File: src/rtl/regfile_wb_arbiter.sv
// Two-port (ALU / load) writeback arbiter with a registered write port and busy-bit scoreboard.
// Define WB_ARB_FIXED_PRIO_EN to give the load port fixed priority instead of round-robin.
module regfile_wb_arbiter #(
   parameter int unsigned ADDR_WIDTH = 5,
   parameter int unsigned DATA_WIDTH = 64
) (
   input  logic                  clk,
   input  logic                  reset,
   input  logic                  alu_valid,
   output logic                  alu_ready,
   input  logic [ADDR_WIDTH-1:0] alu_rd,
   input  logic [DATA_WIDTH-1:0] alu_data,
   input  logic                  mem_valid,
   output logic                  mem_ready,
   input  logic [ADDR_WIDTH-1:0] mem_rd,
   input  logic [DATA_WIDTH-1:0] mem_data,
   input  logic                  issue_valid,
   input  logic [ADDR_WIDTH-1:0] issue_rd,
   input  logic [ADDR_WIDTH-1:0] read_addr1,
   input  logic [ADDR_WIDTH-1:0] read_addr2,
   input  logic                  flush,
   output logic                  write_enable,
   output logic [ADDR_WIDTH-1:0] write_addr,
   output logic [DATA_WIDTH-1:0] write_data,
   output logic [31:0]           busy,
   output logic                  raw_stall
);

   logic                  gnt_alu, gnt_mem, xfer;
   logic [ADDR_WIDTH-1:0] win_rd;
   logic [DATA_WIDTH-1:0] win_data;
   logic                  we_q;
   logic [ADDR_WIDTH-1:0] wa_q;
   logic [DATA_WIDTH-1:0] wd_q;
   logic [31:0]           busy_q, busy_d;

`ifndef WB_ARB_FIXED_PRIO_EN
   // ptr_q = 1 means the mem port is favoured on the next contended cycle
   logic ptr_q;

   always_ff @(posedge clk) begin
      if (reset)
         ptr_q <= 1'b0;
      else if (xfer)
         ptr_q <= gnt_alu;
   end
`endif

   always_comb begin
      gnt_alu = 1'b0;
      gnt_mem = 1'b0;
      if (!reset && !flush) begin
         if (alu_valid && mem_valid) begin
`ifdef WB_ARB_FIXED_PRIO_EN
            gnt_mem = 1'b1;
`else
            gnt_mem = ptr_q;
            gnt_alu = !ptr_q;
`endif
         end else begin
            gnt_alu = alu_valid;
            gnt_mem = mem_valid;
         end
      end
   end

   assign alu_ready = gnt_alu;
   assign mem_ready = gnt_mem;
   assign xfer      = gnt_alu | gnt_mem;
   assign win_rd    = gnt_mem ? mem_rd   : alu_rd;
   assign win_data  = gnt_mem ? mem_data : alu_data;

   // rd=0 transfers are consumed but never reach the register file
   always_ff @(posedge clk) begin
      if (reset) begin
         we_q <= 1'b0;
         wa_q <= '0;
         wd_q <= '0;
      end else begin
         we_q <= xfer && (win_rd != '0);
         if (xfer && (win_rd != '0)) begin
            wa_q <= win_rd;
            wd_q <= win_data;
         end
      end
   end

   always_comb begin
      busy_d = busy_q;
      if (we_q)
         busy_d[wa_q] = 1'b0;
      if (issue_valid && (issue_rd != '0))
         busy_d[issue_rd] = 1'b1;
      if (flush)
         busy_d = '0;
      busy_d[0] = 1'b0;
   end

   always_ff @(posedge clk) begin
      if (reset)
         busy_q <= '0;
      else
         busy_q <= busy_d;
   end

   assign write_enable = we_q;
   assign write_addr   = wa_q;
   assign write_data   = wd_q;
   assign busy         = busy_q;
   assign raw_stall    = !reset && (busy_q[read_addr1] || busy_q[read_addr2]);

endmodule

File: config.mk
export PLATFORM = sky130hd
export DESIGN_NAME = regfile_wb_arbiter
export DESIGN_NICKNAME = d
export VERILOG_FILES = /design/src/rtl/regfile_wb_arbiter.sv
export SDC_FILE = /design/constraint.sdc
export NUM_CORES = 1
export LEC_CHECK = 0
export ABC_AREA = 1
export CORE_MARGIN = 4
export CORE_UTILIZATION = 45
export CTS_CLUSTER_SIZE = 28
export DETAILED_ROUTE_END_ITERATION = 10
export GPL_TIMING_DRIVEN = 0
export MAX_ROUTING_LAYER = met4
export PLACE_DENSITY_LB_ADDON = 0.2
export SLEW_MARGIN = 20
export SYNTH_ARGS = -nofsm -noshare
export SYNTH_HDL_FRONTEND = slang
export SYNTH_SLANG_ARGS = --single-unit
File: constraint.sdc
create_clock -name clk -period 4.85 [get_ports clk]
set_clock_uncertainty 0.2 [all_clocks]
set_input_delay 0.97 -clock clk [delete_from_list [all_inputs] [get_ports clk]]
set_output_delay 0.97 -clock clk [all_outputs]
set_load 0.1 [all_outputs]
======== After elaboration in Yosys (flattened, before gate mapping) ========
Index checks and enable logic that the tools add are counted.
storage, ports and cells
  word-level logic and storage cells ...... 46
  output and inout port bits .............. 105
  input bits .............................. 159
  bits in registers ....................... 103
cells by class
  reduce and logical (&&, ||, !) cells .... 14
  order comparisons ....................... 6
  mux-type cells .......................... 16
  bitwise gates (word level) .............. 4
operators with widths
  kind                                                        count
  2-to-1 mux 32 bit                                           2
  2-to-1 mux 64 bit                                           1
  AND 32 bit                                                  1
  NOT 32 bit                                                  1
  bitwise OR 32 bit                                           1
  less-than comparator 5 x 6 -> 1 bit, second input constant  4
  binary-select mux 1 bit (select 5 bit)                      2
  demux 1 bit (select 5 bit)                                  2
  >= comparator 5 x 1 -> 1 bit, second input constant         2
  nonzero test 5 bit                                          2
  2-to-1 mux 1 bit                                            8
  logical AND 1 bit                                           7
  2-to-1 mux 5 bit                                            1
  logical NOT 1 bit                                           3
  OR reduction 2 bit                                          1
  logical OR 1 bit                                            1
  bitwise OR 1 bit                                            1

======== Depth between registers and ports, before layout ========
  depth after elaboration ................. 9
  mapped depth ............................ 13
  mapped depth without buffers ............ 11

======== Worst setup path before layout ========
Ideal clock, no wire load.
  path kind ............................... input port to output port
  from .................................... in read_addr2[0]
  to ...................................... out raw_stall
  required time ........................... 3,680 ps
  slack ................................... 230 ps
  buffers on the path ..................... 2
  cell stages on the path ................. 11
  arrival time ............................ 3,450 ps
  path through ............................ clkbuf_1 -> inv_1 -> clkbuf_1 -> nand2_1 -> nand3_1 -> nand3_1 -> nand2_1 -> nand2_1 -> nand3b_1 -> nand2_1 -> a21oi_1
on the way
  cells in the longest elaborated chain, start to end .. 4
RTL lines
  what                                    line  text
  start: declaration                      20    input logic [ADDR_WIDTH-1:0] read_addr2,
  binary-select mux 1 bit (select 5 bit)  110   assign raw_stall = !reset && (busy_q[read_addr1] || busy_q[read_addr2]);
  2-to-1 mux 1 bit (implied by the code)  110
  logical OR 1 bit                        110
  logical AND 1 bit                       110
  end: declaration                        26    output logic raw_stall
Every way passes these cells. The select of a mux whose other input is x is not followed.

======== Worst setup path after layout ========
  from .................................... in read_addr1[0]
  to ...................................... out raw_stall
on the way
  cells in the longest elaborated chain, start to end .. 4
RTL lines
  what                                    line  text
  start: declaration                      19    input logic [ADDR_WIDTH-1:0] read_addr1,
  binary-select mux 1 bit (select 5 bit)  110
  2-to-1 mux 1 bit (implied by the code)  110
  logical OR 1 bit                        110
  logical AND 1 bit                       110
Every way passes these cells. The select of a mux whose other input is x is not followed.

==> results_tabular.tex <==
\begin{tabular}{lr}
\hline
Metric & Value \\
\hline
\multicolumn{2}{l}{\textbf{Worst setup path}} \\
Worst-path fanout max & 10 \\
Nature of the critical path startpoint & primary input \\
Critical path required time & about 3700 ps \\
Critical Path End Type & output port \\
Classification of the worst setup path & primary input to output port \\
Crit path arrival time & about 3500 ps \\
\multicolumn{2}{l}{\textbf{Logic synthesis}} \\
Synth Warn \# & 0 \\
Post-synthesis cell count & $\sim$1000 \\
Cell variety after synth & 27 \\
Post-synthesis register bit count & 102 \\
Post-synthesis net count & about 1200 \\
Proportion of synthesized flip-flops having asynchronous set or reset & 0\% \\
Ys flop type & sky130\_fd\_sc\_hd\_\_dfxtp\_1 \\
Number of enable flip-flop cells after synthesis & 0 \\
Mapped Area & $\sim$6000 sq um \\
Register area share after synthesis & a little over a third \\
Synthesized area divided by synthesized cell count & $\sim$5.8 sq um \\
\multicolumn{2}{l}{\textbf{Cells and area}} \\
Core occupancy in the finished layout & slightly above 70\% \\
Commonest cells after routing, fill and taps aside & sky130\_fd\_sc\_hd\_\_nand2\_1 (372), sky130\_fd\_sc\_hd\_\_clkdlybuf4s50\_1 (256), sky130\_fd\_sc\_hd\_\_nor2\_1 (146), sky130\_fd\_sc\_hd\_\_nand3\_1 (122), sky130\_fd\_sc\_hd\_\_inv\_1 (105) \\
Number of standard cells in the final layout excluding fillers & 1455 \\
Layout-stage area growth over the synthesis result & 52.9\% \\
Share of final-layout standard cells stronger than drive strength 1 & approximately 4.5\% \\
Commonest non-fill, non-tap cell in the layout & sky130\_fd\_sc\_hd\_\_nand2\_1 \\
\# nets final & 1436 \\
\multicolumn{2}{l}{\textbf{Floorplanning}} \\
Starting utilization of the core area & between 40 and 50\% \\
Die H & between 100 and 150 um \\
Area of the core region & around 13000 sq um \\
Total Die Area & $\sim$15000 sq um \\
Overall die width & about 120 um \\
Num ports & around 260 \\
Standard-cell row count & 41 \\
\multicolumn{2}{l}{\textbf{STA}} \\
Max-Slew Margin vs Limit & 27.0\% \\
Post-route clock period utilization & 95.8\% \\
Period minus WS final & 4650 ps \\
Summed negative setup slack over all endpoints & 0 ps \\
Worst hold-check slack & 266 ps \\
Worst slew pin tran & 1090 ps \\
Final setup viols & 0 \\
RSZ-0062 raised after global routing & false \\
Final Hold Vio Count & 0 \\
Peak Freq & 215 MHz \\
Max Slew Vio Count & 0 \\
\multicolumn{2}{l}{\textbf{Routing}} \\
Routed wirelength normalized by instance count & 14.1 um \\
DR WL met3 & just under 2 mm \\
Detailed-routed wire length on met2 & approximately 10 mm \\
DR DRC count & 0 \\
Total wirelength of the detailed-routed design & around 21 mm \\
Post-DRT Antenna Nets & 0 \\
First-pass iteration count of the detailed router & 6 \\
Via-to-Cell Ratio & 4.85 \\
M1 WL & 7.98 mm \\
Highest layer used for signal routing & met4 \\
Initial DRC count & 472 \\
Total vias in the final route & 7062 \\
\multicolumn{2}{l}{\textbf{Global route}} \\
Total congestion overflow & 0 \\
Initial antenna violation count & 1 \\
Global-route wire length before repair & $\sim$32 mm \\
Vias in the first global route & approximately 6600 \\
Global-route usage over all layers & 28.0\% \\
Largest net degree at the start of global routing & 17 \\
\multicolumn{2}{l}{\textbf{Pwr}} \\
Static leakage power & between 4 and 5 nW \\
Peak supply drop & 0.000152 V \\
Power after layout & approximately 2.5 mW \\
Power density cells & between 200 and 300 nW/um\^{}2 \\
\multicolumn{2}{l}{\textbf{CTS}} \\
CTS clock-pin slew for the worst setup and hold paths & $\sim$60 ps \\
Count of instances resized after the clock tree is built & 1 \\
Maximum root-to-sink buffer count & 2 \\
Clock Root Buffer & sky130\_fd\_sc\_hd\_\_clkbuf\_16 \\
H-tree depth & 3 \\
Count of buffers added by post-CTS timing repair for setup & 0 \\
Total clock sinks & a little over 100 \\
Number of buffers inserted for hold repair after clock tree synthesis & 0 \\
TritonCTS clock tree & done \\
Latest clock arrival within the worst-skew pair & 340 ps \\
Num CTS Buffers & 9 \\
\multicolumn{2}{l}{\textbf{Place}} \\
Detailed placement HPWL & roughly 16 mm \\
Cell count after placement & 1438 \\
Number of I/O port buffers & $\sim$260 \\
Routability cong. & 0.993 \\
\multicolumn{2}{l}{\textbf{Flow run}} \\
Total of max-cap violations & 0 \\
\multicolumn{2}{l}{\textbf{Hold path}} \\
Class of the tightest hold or removal check & flip-flop to flip-flop \\
\multicolumn{2}{l}{\textbf{Run status}} \\
Result of the run & finished clean \\
\hline
\end{tabular}
## layout make-up
class                           count  area (sq um)
Multi-Input combinational cell    741          3130
Clock inverter                      5          58.8
Inverter                          111           417
Sequential cell                   102          2040
Tap cell                          172           215
Antenna cell                        1          2.50
Buffer                             54           280
Clock buffer                       11           243
Timing Repair Buffer              258          2580
Fill cell                        1141          3700
## state kept, by name, indices dropped and copies added, names as in the netlist
signal and count:
write_addr 5, write_data 64, busy 31, write_enable 1, ptr_q 1
## Yosys cell counts, drive strengths merged, types with 2 or more instances
master | instances | area [sq um]
clkbuf | 22 | 82.6
a21oi | 37 | 185
nor2 | 148 | 574
nand2 | 373 | 1400
nand3b | 2 | 15.0
buf | 32 | 198
nand4 | 3 | 18.8
o21ai | 38 | 198
inv | 110 | 413
or2 | 3 | 18.8
nor3 | 10 | 50.1
o211ai | 2 | 15.0
nand3 | 123 | 628
dfxtp | 102 | 2040
## per-stage QoR
step / setup slack (ps) / instance area, sq um
after floorplan: 230 / 5870
after global placement: -16.4 / 8660
after detailed placement: -44.4 / 8660
after CTS: 119 / 8960
after global routing: 38.2 / 8970
final: 203 / 8970
## layer usage
metal,vias to the layer above,global-route usage [%]
met5,-,-
met4,0,10.1
met3,38,7.71
met2,299,48.1
met1,3090,31.1
li1,3635,-
## worst max-delay path: stages
cell and delay, ps:
sky130_fd_sc_hd__clkdlybuf4s50_1 520, sky130_fd_sc_hd__buf_1 380, sky130_fd_sc_hd__nand2_1 110, sky130_fd_sc_hd__nand2_1 90, sky130_fd_sc_hd__nand2_1 50, sky130_fd_sc_hd__nand3_1 110, sky130_fd_sc_hd__nand3_1 90, sky130_fd_sc_hd__nand3_1 80
sky130_fd_sc_hd__nand2_1 50, sky130_fd_sc_hd__a21oi_1 150, sky130_fd_sc_hd__dlygate4sd2_1 870
## final timing paths
check,from,end,slack [ps],cells after the start
max,read_addr1[0],raw_stall,200,11
min,write_data[11],write_data[11],270,2
max reg2reg,ptr_q,write_data[54],2680,13
min reg2reg,write_data[11],write_data[11],270,2
## cell families (layout without fill, tap and decap cells)
| logic type | count (synthesis) | count (layout) | synth area share (%) |
|---|---|---|---|
| AOI/OAI and AO/OA | 78 | 78 | 7.10 |
| other | 1 | 2 | 0.0639 |
| DFF | 102 | 102 | 34.8 |
| and+or+nand+nor | 662 | 662 | 46.2 |
| buffers and inverters | 165 | 439 | 11.9 |
## where the power goes
| part | switching [mW] | leakage, nW | total (mW) | internal (mW) |
|---|---|---|---|---|
| Combinational | 0.552 | 3.14 | 0.824 | 0.272 |
| Clock | 0.320 | 0.142 | 0.735 | 0.415 |
| Sequential | 0.0260 | 0.833 | 0.907 | 0.881 |
| Total | 0.898 | 4.11 | 2.47 | 1.57 |
(Power assumes the default switching activity.)
